### src/rtl/axil_cmd_master_if.sv
// axil_cmd_master_if: local command/response port plus AXI4-Lite master bus
//   cmd_*    command from on-chip logic (valid/ready)
//   rsp_*    response back to on-chip logic (valid/ready)
//   m_axil_* AXI4-Lite channels AW, W, B, AR, R
//   modport master is the initiator side, modport slave the environment side
interface axil_cmd_master_if #(
  parameter int ADDR_WIDTH = 32,
  parameter int DATA_WIDTH = 32
);
  logic cmd_valid, cmd_ready, cmd_write;
  logic [ADDR_WIDTH-1:0] cmd_addr;
  logic [DATA_WIDTH-1:0] cmd_wdata;
  logic [DATA_WIDTH/8-1:0] cmd_wstrb;
  logic rsp_valid, rsp_ready, rsp_timeout;
  logic [DATA_WIDTH-1:0] rsp_rdata;
  logic [1:0] rsp_resp;
  logic [ADDR_WIDTH-1:0] m_axil_awaddr, m_axil_araddr;
  logic [2:0] m_axil_awprot, m_axil_arprot;
  logic m_axil_awvalid, m_axil_awready, m_axil_wvalid, m_axil_wready;
  logic [DATA_WIDTH-1:0] m_axil_wdata, m_axil_rdata;
  logic [DATA_WIDTH/8-1:0] m_axil_wstrb;
  logic [1:0] m_axil_bresp, m_axil_rresp;
  logic m_axil_bvalid, m_axil_bready, m_axil_arvalid, m_axil_arready, m_axil_rvalid, m_axil_rready;
  modport master (
    input cmd_valid, cmd_write, cmd_addr, cmd_wdata, cmd_wstrb, rsp_ready,
    input m_axil_awready, m_axil_wready, m_axil_bresp, m_axil_bvalid,
    input m_axil_arready, m_axil_rdata, m_axil_rresp, m_axil_rvalid,
    output cmd_ready, rsp_valid, rsp_rdata, rsp_resp, rsp_timeout,
    output m_axil_awaddr, m_axil_awprot, m_axil_awvalid, m_axil_wdata, m_axil_wstrb, m_axil_wvalid,
    output m_axil_bready, m_axil_araddr, m_axil_arprot, m_axil_arvalid, m_axil_rready
  );
  modport slave (
    output cmd_valid, cmd_write, cmd_addr, cmd_wdata, cmd_wstrb, rsp_ready,
    output m_axil_awready, m_axil_wready, m_axil_bresp, m_axil_bvalid,
    output m_axil_arready, m_axil_rdata, m_axil_rresp, m_axil_rvalid,
    input cmd_ready, rsp_valid, rsp_rdata, rsp_resp, rsp_timeout,
    input m_axil_awaddr, m_axil_awprot, m_axil_awvalid, m_axil_wdata, m_axil_wstrb, m_axil_wvalid,
    input m_axil_bready, m_axil_araddr, m_axil_arprot, m_axil_arvalid, m_axil_rready
  );
endinterface

### src/rtl/axil_cmd_master.sv
// axil_cmd_master: one-at-a-time AXI4-Lite initiator driven by local write/read commands
//   aclk/arst  clock, synchronous active-high reset
//   m          axil_cmd_master_if.master (cmd, rsp and AXI4-Lite channels)
//   AXIL_CMD_MASTER_TIMEOUT_EN enables a TIMEOUT-cycle watchdog that aborts a stuck transaction
module axil_cmd_master #(
  parameter int ADDR_WIDTH = 32,
  parameter int DATA_WIDTH = 32,
  parameter int TIMEOUT = 1024
) (
  input logic aclk,
  input logic arst,
  axil_cmd_master_if.master m
);
  typedef enum logic [2:0] {IDLE, WR_REQ, WR_RESP, RD_REQ, RD_DATA, RSP} state_t;
  state_t state;
  logic [ADDR_WIDTH-1:0] addr_q;
  logic [DATA_WIDTH-1:0] wdata_q;
  logic [DATA_WIDTH/8-1:0] wstrb_q;
  logic aw_done, w_done, aw_fin, w_fin;
  assign aw_fin = aw_done | (m.m_axil_awvalid & m.m_axil_awready);
  assign w_fin = w_done | (m.m_axil_wvalid & m.m_axil_wready);
  assign m.m_axil_awaddr = addr_q;
  assign m.m_axil_araddr = addr_q;
  assign m.m_axil_wdata = wdata_q;
  assign m.m_axil_wstrb = wstrb_q;
  assign m.m_axil_awprot = 3'b000;
  assign m.m_axil_arprot = 3'b000;
`ifdef AXIL_CMD_MASTER_TIMEOUT_EN
  localparam int CW = $clog2(TIMEOUT + 1);
  logic [CW-1:0] cnt;
  logic tmo_q, busy, expire;
  assign busy = state inside {WR_REQ, WR_RESP, RD_REQ, RD_DATA};
  assign expire = busy && cnt == CW'(TIMEOUT - 1);
  assign m.rsp_timeout = tmo_q;
`else
  assign m.rsp_timeout = TIMEOUT < 0;
`endif
  always_ff @(posedge aclk) begin
    if (arst) begin
      state <= IDLE;
      m.cmd_ready <= 1'b1;
      m.rsp_valid <= 1'b0;
      m.rsp_rdata <= '0;
      m.rsp_resp <= 2'b00;
      m.m_axil_awvalid <= 1'b0;
      m.m_axil_wvalid <= 1'b0;
      m.m_axil_bready <= 1'b0;
      m.m_axil_arvalid <= 1'b0;
      m.m_axil_rready <= 1'b0;
      addr_q <= '0;
      wdata_q <= '0;
      wstrb_q <= '0;
      aw_done <= 1'b0;
      w_done <= 1'b0;
`ifdef AXIL_CMD_MASTER_TIMEOUT_EN
      cnt <= '0;
      tmo_q <= 1'b0;
`endif
    end else begin
`ifdef AXIL_CMD_MASTER_TIMEOUT_EN
      cnt <= busy ? cnt + 1'b1 : '0;
`endif
      case (state)
        IDLE: if (m.cmd_valid) begin
          m.cmd_ready <= 1'b0;
          addr_q <= m.cmd_addr;
          wdata_q <= m.cmd_wdata;
          wstrb_q <= m.cmd_wstrb;
          aw_done <= 1'b0;
          w_done <= 1'b0;
          state <= m.cmd_write ? WR_REQ : RD_REQ;
          m.m_axil_awvalid <= m.cmd_write;
          m.m_axil_wvalid <= m.cmd_write;
          m.m_axil_arvalid <= !m.cmd_write;
        end
        WR_REQ: begin
          aw_done <= aw_fin;
          w_done <= w_fin;
          m.m_axil_awvalid <= !aw_fin;
          m.m_axil_wvalid <= !w_fin;
          if (aw_fin && w_fin) begin
            m.m_axil_bready <= 1'b1;
            state <= WR_RESP;
          end
        end
        WR_RESP: if (m.m_axil_bvalid) begin
          m.m_axil_bready <= 1'b0;
          m.rsp_resp <= m.m_axil_bresp;
          m.rsp_rdata <= '0;
          m.rsp_valid <= 1'b1;
          state <= RSP;
        end
        RD_REQ: if (m.m_axil_arready) begin
          m.m_axil_arvalid <= 1'b0;
          m.m_axil_rready <= 1'b1;
          state <= RD_DATA;
        end
        RD_DATA: if (m.m_axil_rvalid) begin
          m.m_axil_rready <= 1'b0;
          m.rsp_rdata <= m.m_axil_rdata;
          m.rsp_resp <= m.m_axil_rresp;
          m.rsp_valid <= 1'b1;
          state <= RSP;
        end
        RSP: if (m.rsp_ready) begin
          m.rsp_valid <= 1'b0;
          m.cmd_ready <= 1'b1;
`ifdef AXIL_CMD_MASTER_TIMEOUT_EN
          tmo_q <= 1'b0;
`endif
          state <= IDLE;
        end
        default: state <= IDLE;
      endcase
`ifdef AXIL_CMD_MASTER_TIMEOUT_EN
      if (expire) begin
        m.m_axil_awvalid <= 1'b0;
        m.m_axil_wvalid <= 1'b0;
        m.m_axil_bready <= 1'b0;
        m.m_axil_arvalid <= 1'b0;
        m.m_axil_rready <= 1'b0;
        m.rsp_valid <= 1'b1;
        m.rsp_resp <= 2'b10;
        m.rsp_rdata <= '0;
        tmo_q <= 1'b1;
        state <= RSP;
      end
`endif
    end
  end
endmodule

### src/flat_wrapper.sv
// flat-port wrapper written by rule: the top's interface ports become plain ports
module axil_cmd_master_flat 
#(
  parameter int ADDR_WIDTH = 32,
  parameter int DATA_WIDTH = 32,
  parameter int TIMEOUT = 1024
)
  (aclk, arst, m_cmd_valid, m_cmd_write, m_cmd_addr, m_cmd_wdata, m_cmd_wstrb, m_rsp_ready, m_m_axil_awready, m_m_axil_wready, m_m_axil_bresp, m_m_axil_bvalid, m_m_axil_arready, m_m_axil_rdata, m_m_axil_rresp, m_m_axil_rvalid, m_cmd_ready, m_rsp_valid, m_rsp_rdata, m_rsp_resp, m_rsp_timeout, m_m_axil_awaddr, m_m_axil_awprot, m_m_axil_awvalid, m_m_axil_wdata, m_m_axil_wstrb, m_m_axil_wvalid, m_m_axil_bready, m_m_axil_araddr, m_m_axil_arprot, m_m_axil_arvalid, m_m_axil_rready);
  axil_cmd_master_if #(.ADDR_WIDTH(ADDR_WIDTH), .DATA_WIDTH(DATA_WIDTH)) m_i ();
  input logic aclk;
  input logic arst;
  input wire logic [$bits(m_i.cmd_valid)-1:0] m_cmd_valid;
  input wire logic [$bits(m_i.cmd_write)-1:0] m_cmd_write;
  input wire logic [$bits(m_i.cmd_addr)-1:0] m_cmd_addr;
  input wire logic [$bits(m_i.cmd_wdata)-1:0] m_cmd_wdata;
  input wire logic [$bits(m_i.cmd_wstrb)-1:0] m_cmd_wstrb;
  input wire logic [$bits(m_i.rsp_ready)-1:0] m_rsp_ready;
  input wire logic [$bits(m_i.m_axil_awready)-1:0] m_m_axil_awready;
  input wire logic [$bits(m_i.m_axil_wready)-1:0] m_m_axil_wready;
  input wire logic [$bits(m_i.m_axil_bresp)-1:0] m_m_axil_bresp;
  input wire logic [$bits(m_i.m_axil_bvalid)-1:0] m_m_axil_bvalid;
  input wire logic [$bits(m_i.m_axil_arready)-1:0] m_m_axil_arready;
  input wire logic [$bits(m_i.m_axil_rdata)-1:0] m_m_axil_rdata;
  input wire logic [$bits(m_i.m_axil_rresp)-1:0] m_m_axil_rresp;
  input wire logic [$bits(m_i.m_axil_rvalid)-1:0] m_m_axil_rvalid;
  output wire logic [$bits(m_i.cmd_ready)-1:0] m_cmd_ready;
  output wire logic [$bits(m_i.rsp_valid)-1:0] m_rsp_valid;
  output wire logic [$bits(m_i.rsp_rdata)-1:0] m_rsp_rdata;
  output wire logic [$bits(m_i.rsp_resp)-1:0] m_rsp_resp;
  output wire logic [$bits(m_i.rsp_timeout)-1:0] m_rsp_timeout;
  output wire logic [$bits(m_i.m_axil_awaddr)-1:0] m_m_axil_awaddr;
  output wire logic [$bits(m_i.m_axil_awprot)-1:0] m_m_axil_awprot;
  output wire logic [$bits(m_i.m_axil_awvalid)-1:0] m_m_axil_awvalid;
  output wire logic [$bits(m_i.m_axil_wdata)-1:0] m_m_axil_wdata;
  output wire logic [$bits(m_i.m_axil_wstrb)-1:0] m_m_axil_wstrb;
  output wire logic [$bits(m_i.m_axil_wvalid)-1:0] m_m_axil_wvalid;
  output wire logic [$bits(m_i.m_axil_bready)-1:0] m_m_axil_bready;
  output wire logic [$bits(m_i.m_axil_araddr)-1:0] m_m_axil_araddr;
  output wire logic [$bits(m_i.m_axil_arprot)-1:0] m_m_axil_arprot;
  output wire logic [$bits(m_i.m_axil_arvalid)-1:0] m_m_axil_arvalid;
  output wire logic [$bits(m_i.m_axil_rready)-1:0] m_m_axil_rready;
  assign m_i.cmd_valid = m_cmd_valid;
  assign m_i.cmd_write = m_cmd_write;
  assign m_i.cmd_addr = m_cmd_addr;
  assign m_i.cmd_wdata = m_cmd_wdata;
  assign m_i.cmd_wstrb = m_cmd_wstrb;
  assign m_i.rsp_ready = m_rsp_ready;
  assign m_i.m_axil_awready = m_m_axil_awready;
  assign m_i.m_axil_wready = m_m_axil_wready;
  assign m_i.m_axil_bresp = m_m_axil_bresp;
  assign m_i.m_axil_bvalid = m_m_axil_bvalid;
  assign m_i.m_axil_arready = m_m_axil_arready;
  assign m_i.m_axil_rdata = m_m_axil_rdata;
  assign m_i.m_axil_rresp = m_m_axil_rresp;
  assign m_i.m_axil_rvalid = m_m_axil_rvalid;
  assign m_cmd_ready = m_i.cmd_ready;
  assign m_rsp_valid = m_i.rsp_valid;
  assign m_rsp_rdata = m_i.rsp_rdata;
  assign m_rsp_resp = m_i.rsp_resp;
  assign m_rsp_timeout = m_i.rsp_timeout;
  assign m_m_axil_awaddr = m_i.m_axil_awaddr;
  assign m_m_axil_awprot = m_i.m_axil_awprot;
  assign m_m_axil_awvalid = m_i.m_axil_awvalid;
  assign m_m_axil_wdata = m_i.m_axil_wdata;
  assign m_m_axil_wstrb = m_i.m_axil_wstrb;
  assign m_m_axil_wvalid = m_i.m_axil_wvalid;
  assign m_m_axil_bready = m_i.m_axil_bready;
  assign m_m_axil_araddr = m_i.m_axil_araddr;
  assign m_m_axil_arprot = m_i.m_axil_arprot;
  assign m_m_axil_arvalid = m_i.m_axil_arvalid;
  assign m_m_axil_rready = m_i.m_axil_rready;
  axil_cmd_master #(.ADDR_WIDTH(ADDR_WIDTH), .DATA_WIDTH(DATA_WIDTH), .TIMEOUT(TIMEOUT)) u_core (.aclk(aclk), .arst(arst), .m(m_i));
endmodule
### config.mk
export PLATFORM = sky130hd
export DESIGN_NAME = axil_cmd_master_flat
export DESIGN_NICKNAME = d
export VERILOG_FILES = /design/src/rtl/axil_cmd_master_if.sv /design/src/rtl/axil_cmd_master.sv /design/src/flat_wrapper.sv
export SDC_FILE = /design/constraint.sdc
export NUM_CORES = 1
export LEC_CHECK = 0
export BUFFER_PORTS_ARGS = -buffer_cell sky130_fd_sc_hd__buf_4
export CAP_MARGIN = 25
export CORE_MARGIN = 2
export CORE_UTILIZATION = 40
export DETAILED_ROUTE_END_ITERATION = 8
export GPL_TIMING_DRIVEN = 0
export PLACE_DENSITY = 0.86
export SETUP_SLACK_MARGIN = 0.1
export SLEW_MARGIN = 20
export SYNTH_ARGS = -nofsm -noshare
export SYNTH_HDL_FRONTEND = slang
export SYNTH_SLANG_ARGS = --single-unit
### constraint.sdc
create_clock -name aclk -period 1.8 [get_ports aclk]
set_input_delay 0.27 -clock aclk [delete_from_list [all_inputs] [get_ports aclk]]
set_output_delay 0.27 -clock aclk [all_outputs]
set_load 0.005 [all_outputs]
# After elaboration in Yosys (flattened, before gate mapping)
# Cells that the tools add are included.
op_classes:
  n_eq_ne: 11
  muxes: 35
  n_bitwise: 4
  reduce_logical: 21
ops:
  columns: ["op", "n"]
  rows:
  - ["2-to-1 mux 32 bit", 2]
  - ["one-hot mux 32 bit (2 select lines)", 1]
  - ["2-to-1 mux 3 bit", 6]
  - ["one-hot mux 3 bit (6 select lines)", 1]
  - ["one-hot mux 1 bit (2 select lines)", 8]
  - ["AND reduction 3 bit", 5]
  - ["2-to-1 mux 1 bit", 12]
  - ["nonzero test 2 bit", 6]
  - ["inequality test 2 bit (second input constant)", 5]
  - ["== test 3 x 2 -> 1 bit (second input constant)", 2]
  - ["== test 3 bit (second input constant)", 2]
  - ["2-to-1 mux 2 bit", 3]
  - ["AND reduction 6 bit", 1]
  - ["one-hot mux 2 bit (2 select lines)", 1]
  - ["AND reduction 2 bit", 2]
  - ["AND reduction 4 bit", 1]
  - ["== test 3 x 1 -> 1 bit (second input constant)", 1]
  - ["logical NOT 1 bit", 3]
  - ["logical NOT 3 bit", 1]
  - ["one-hot mux 1 bit (3 select lines)", 1]
  - ["nonzero test 3 bit", 1]
  - ["bitwise AND 1 bit", 2]
  - ["inequality test 2 x 1 -> 1 bit (second input constant)", 1]
  - ["bitwise OR 1 bit", 2]
  - ["logical AND 1 bit", 1]
word_totals:
  register_bits: 114

# Depth between registers and ports, before layout
depth:
  ltp_word: 5
  mapped_depth: 7
  ltp_nobuf: 4

# Worst setup path after synthesis
# OpenSTA, ideal clock, no wires.
synth_timing:
  path_type: "flip-flop to flip-flop"
  startpoint: "register u_core.state[1]"
  endpoint: "register u_core.state[1]"
  setup_time_ps: 121
  arrival_ps: 1363
  required_time_ps: 1679
  path_slack_ps: 316
  stages_incl_launch_ff: 5
  n_path_buf: 0
  path_cell_list: "dfxtp_1 > or3b_4 > o32ai_2 > nor2_1 > mux2_4"
synth_between:
  elab_chain_cells: 3
synth_lines:
  columns: ["item", "line_no", "text"]
  rows:
  - ["start, declared", "axil_cmd_master.sv:15", "state_t state;"]
  - ["start signal, assigned", "axil_cmd_master.sv:71", "state <= m.cmd_write ? WR_REQ : RD_REQ;"]
  - ["== test 3 x 1 -> 1 bit, or another cell as far along", "axil_cmd_master.sv:63", "case (state)"]
  - ["inequality test 2 x 1 -> 1 bit (no source line) or inequality test 2 bit (tied branches)", null, null]
  - ["AND reduction 6 bit (no source line)", null, null]
# Several ways; a longest one is shown, not always the timed one.
# A chain may end at the register's enable or synchronous reset.

# Worst setup path after layout
layout_timing:
  startpoint: "register u_core.state[0]"
  endpoint: "register u_core.state[1]"
# Same word-level chain as after synthesis.

==> qor.yml <==
num_vias: 4703
min_period_over_period: 0.897
die_h_um: 109
yosysTopAreaCell: "dfxtp_1"
path_class: "flop to flop"
cts_sinks: 114
worst_slack_ns: 0.185
grt_use_total: 0.231
power.total_mw: 9.69
dr.pass1.iters: 4
skew_ns: 0.00959
crit_path_end_kind: "flop"
numCtsBuffers: 17
clockBufferDepth: 2
dr.first_iter.drc_count: 265
io_pins: 262
rsz0062_at_grt: "yes"
dp_cells: 930
drc_errors: 0
critPathRequiredTime_ns: 2.18
outcome: "completed"
instances_no_fill: 980
clockRootBuffer: "clkbuf_8"
die_w_um: 109
wl_um: 14300
leakage_nw: 3.43
grt-ovfl-total: 0
via_per_inst: 4.80
synth_top_area_share: 0.514
cts_tree: "built"
antenna_cells: 0
start_kind: "flop"
rows: 38
ys_async_sr_fraction: 0
areaGrowthSynthToFinish_pct: 63.9
synth_edf_count: 0
finalNetCount: 941
antenna_found_initial: 0
fmax_ghz: 0.619
synthTopCellsByCount: "nand2_1, dfxtp_1, a21oi_1, nor2_1, buf_4"
arrival_ns: 2.00
grt_pass1_vias: 4384
synth_flop_cell: "dfxtp_1"
min_period_ns: 1.62
clk_latency_ns: 0.50
synth_area_leaders: "dfxtp_1, nand2_1, a21oi_1"
die-area_mm2: 0.0120
ys_ff_latch: 114
setup_viol: 0
dpl.hpwl_um: 10300
tightest_slew_ns: 0.687
drive_gt1_frac: 0.429
synth_top_family_by_area: "simple AND/OR/NAND/NOR gates"
netlist_instances: 531
top_usage_layer: "met2"
slew_headroom: 0.542
grt_pass1_wl_um: 21400
synth_fa_ha_area_frac: 0
synthSimpleGateAreaFrac: 0.196
synth_xor_area_frac: 0
synth-compound-area-share: 0.168
fillers: 907
dp_slack_ns: -0.108
drv_slew: 0
initial_core_util: 0.410
grt_use_met3: 0.0735
wire_per_inst_um: 14.6
finalHoldViolations: 0
multi_input_area_mm2: 0.00171
power.density_mw_per_mm2: 1330
max-cap-violations: 0
peakVddDrop_mv: 0.597
ys_warn_count: 0
register_area_mm2: 0.00228
fin_hold_ws_ns: 0.0165
fin_util: 0.672
htreeDepth: 4
synth-seq-area-share: 0.514
clkTransAtPathRegs_ns: 0.06
synthDistinctLibCells: 35
fp.coreArea_mm2: 0.0108
grtUsageMet2: 0.398
grt_max_degree: 17
synthMuxAreaShare: 0.0130
synth_area_mm2: 0.00444
numPortBuffers: 253
hp-class: "input pin to flop"
path_max_fanout: 9
antenna_left: 0
gp_congestion: 0.807
post-synth-top-count-cell: "nand2_1"
use_met1: 0.267
syn_area_per_cell_um2: 8.37
==> per-stage QoR <==
step           instance area [um^2]  TNS, ns
6_report                       7290        0
5_1_grt                        7290        0
4_1_cts                        7250        0
3_5_place_dp                   6540   -0.882
3_3_place_gp                   6540   -0.697
2_1_floorplan                  4470        0
==> metal layers <==
layer / wire length [um] / vias to the layer above
li1: - / 2326
met1: 5560 / 2127
met2: 7100 / 230
met3: 1400 / 20
met4: 271 / 0
met5: 0 / -
==> timing repair <==
| action | 4_1_cts | 5_1_grt |
|---|---|---|
| hold buffers | 16 | 0 |
| setup buffers | 2 | 0 |
| setup endpoints to repair | 62 | 101 |
| resized for setup | 2 | 20 |
| endpoints found under the hold margin | 16 | 0 |
| pin swaps | 1 | 0 |
==> final cells by class <==
| class | count | area share |
|---|---|---|
| Buffer | 79 | 0.0689 |
| Sequential cell | 114 | 0.314 |
| Clock buffer | 22 | 0.0608 |
| Tap cell | 140 | 0.0240 |
| Clock inverter | 10 | 0.0118 |
| Inverter | 2 | 0.00103 |
| Multi-Input combinational cell | 342 | 0.235 |
| Timing Repair Buffer | 271 | 0.285 |
==> path summary, 6_finish.rpt <==
kind,to,startpoint,slack (ns),depth (start not counted)
min reg2reg,u_core.m.m_axil_wdata[15],u_core.m.m_axil_wdata[15],0.45,2
max,u_core.state[1],u_core.state[0],0.18,5
max reg2reg,u_core.state[1],u_core.state[0],0.18,5
min,u_core.m.m_axil_wdata[16],m_cmd_wdata[16],0.02,3
==> placed cells by master (no fill, tap or decap), types with 2 or more instances in the layout <==
| cell type | n |
|---|---|
| clkinv_2 | 5 |
| dfxtp_2 | 2 |
| clkbuf_1 | 17 |
| a31oi_1 | 2 |
| mux2i_1 | 2 |
| dfxtp_1 | 112 |
| mux2_2 | 2 |
| and2_1 | 3 |
| a21oi_1 | 75 |
| a21o_1 | 3 |
| dlygate4sd3_1 | 16 |
| nor3_1 | 4 |
| buf_4 | 298 |
| buf_2 | 11 |
| clkbuf_2 | 6 |
| nand3b_1 | 5 |
| clkbuf_8 | 2 |
| a22oi_1 | 33 |
| nor2_1 | 43 |
| clkinvlp_4 | 3 |
| clkbuf_16 | 16 |
| nand2_1 | 140 |
| conb_1 | 7 |
| nand3_1 | 2 |
| clkbuf_4 | 6 |
| o21ai_0 | 2 |
| nor2b_1 | 3 |
| inv_1 | 2 |
==> flip-flops by register name, summed over array words and instances, names as in the netlist, 2 cells and up <==
register                cells
u_core.m.m_axil_wdata      32
u_core.m.rsp_resp           2
u_core.m.m_axil_wstrb       4
u_core.state                3
u_core.m.m_axil_araddr     32
u_core.m.rsp_rdata         32
==> cell families (layout without fill, tap and decap cells) <==
| kind of cell | after synthesis | in the layout |
|---|---|---|
| other | 1 | 7 |
| flip-flops | 114 | 114 |
| multiplexers | 5 | 5 |
| AO/OA/AOI/OAI | 123 | 123 |
| AND/OR/NAND/NOR | 207 | 207 |
| buffers and inverters | 81 | 384 |
==> where the power goes <==
part           switching, mW  total (mW)  internal [mW]
clock                   1.17        3.02           1.85
sequential             0.330        3.35           3.02
combinational           1.57        3.33           1.76
==> critical path, stage by stage, from the launching register on <==
cell     delay [ns]
dfxtp_1        0.29
buf_2          0.18
or3b_4         0.43
o32ai_2        0.17
nor2_1         0.13
mux2_4         0.30
Note: power is estimated with default switching activity, not from simulation.
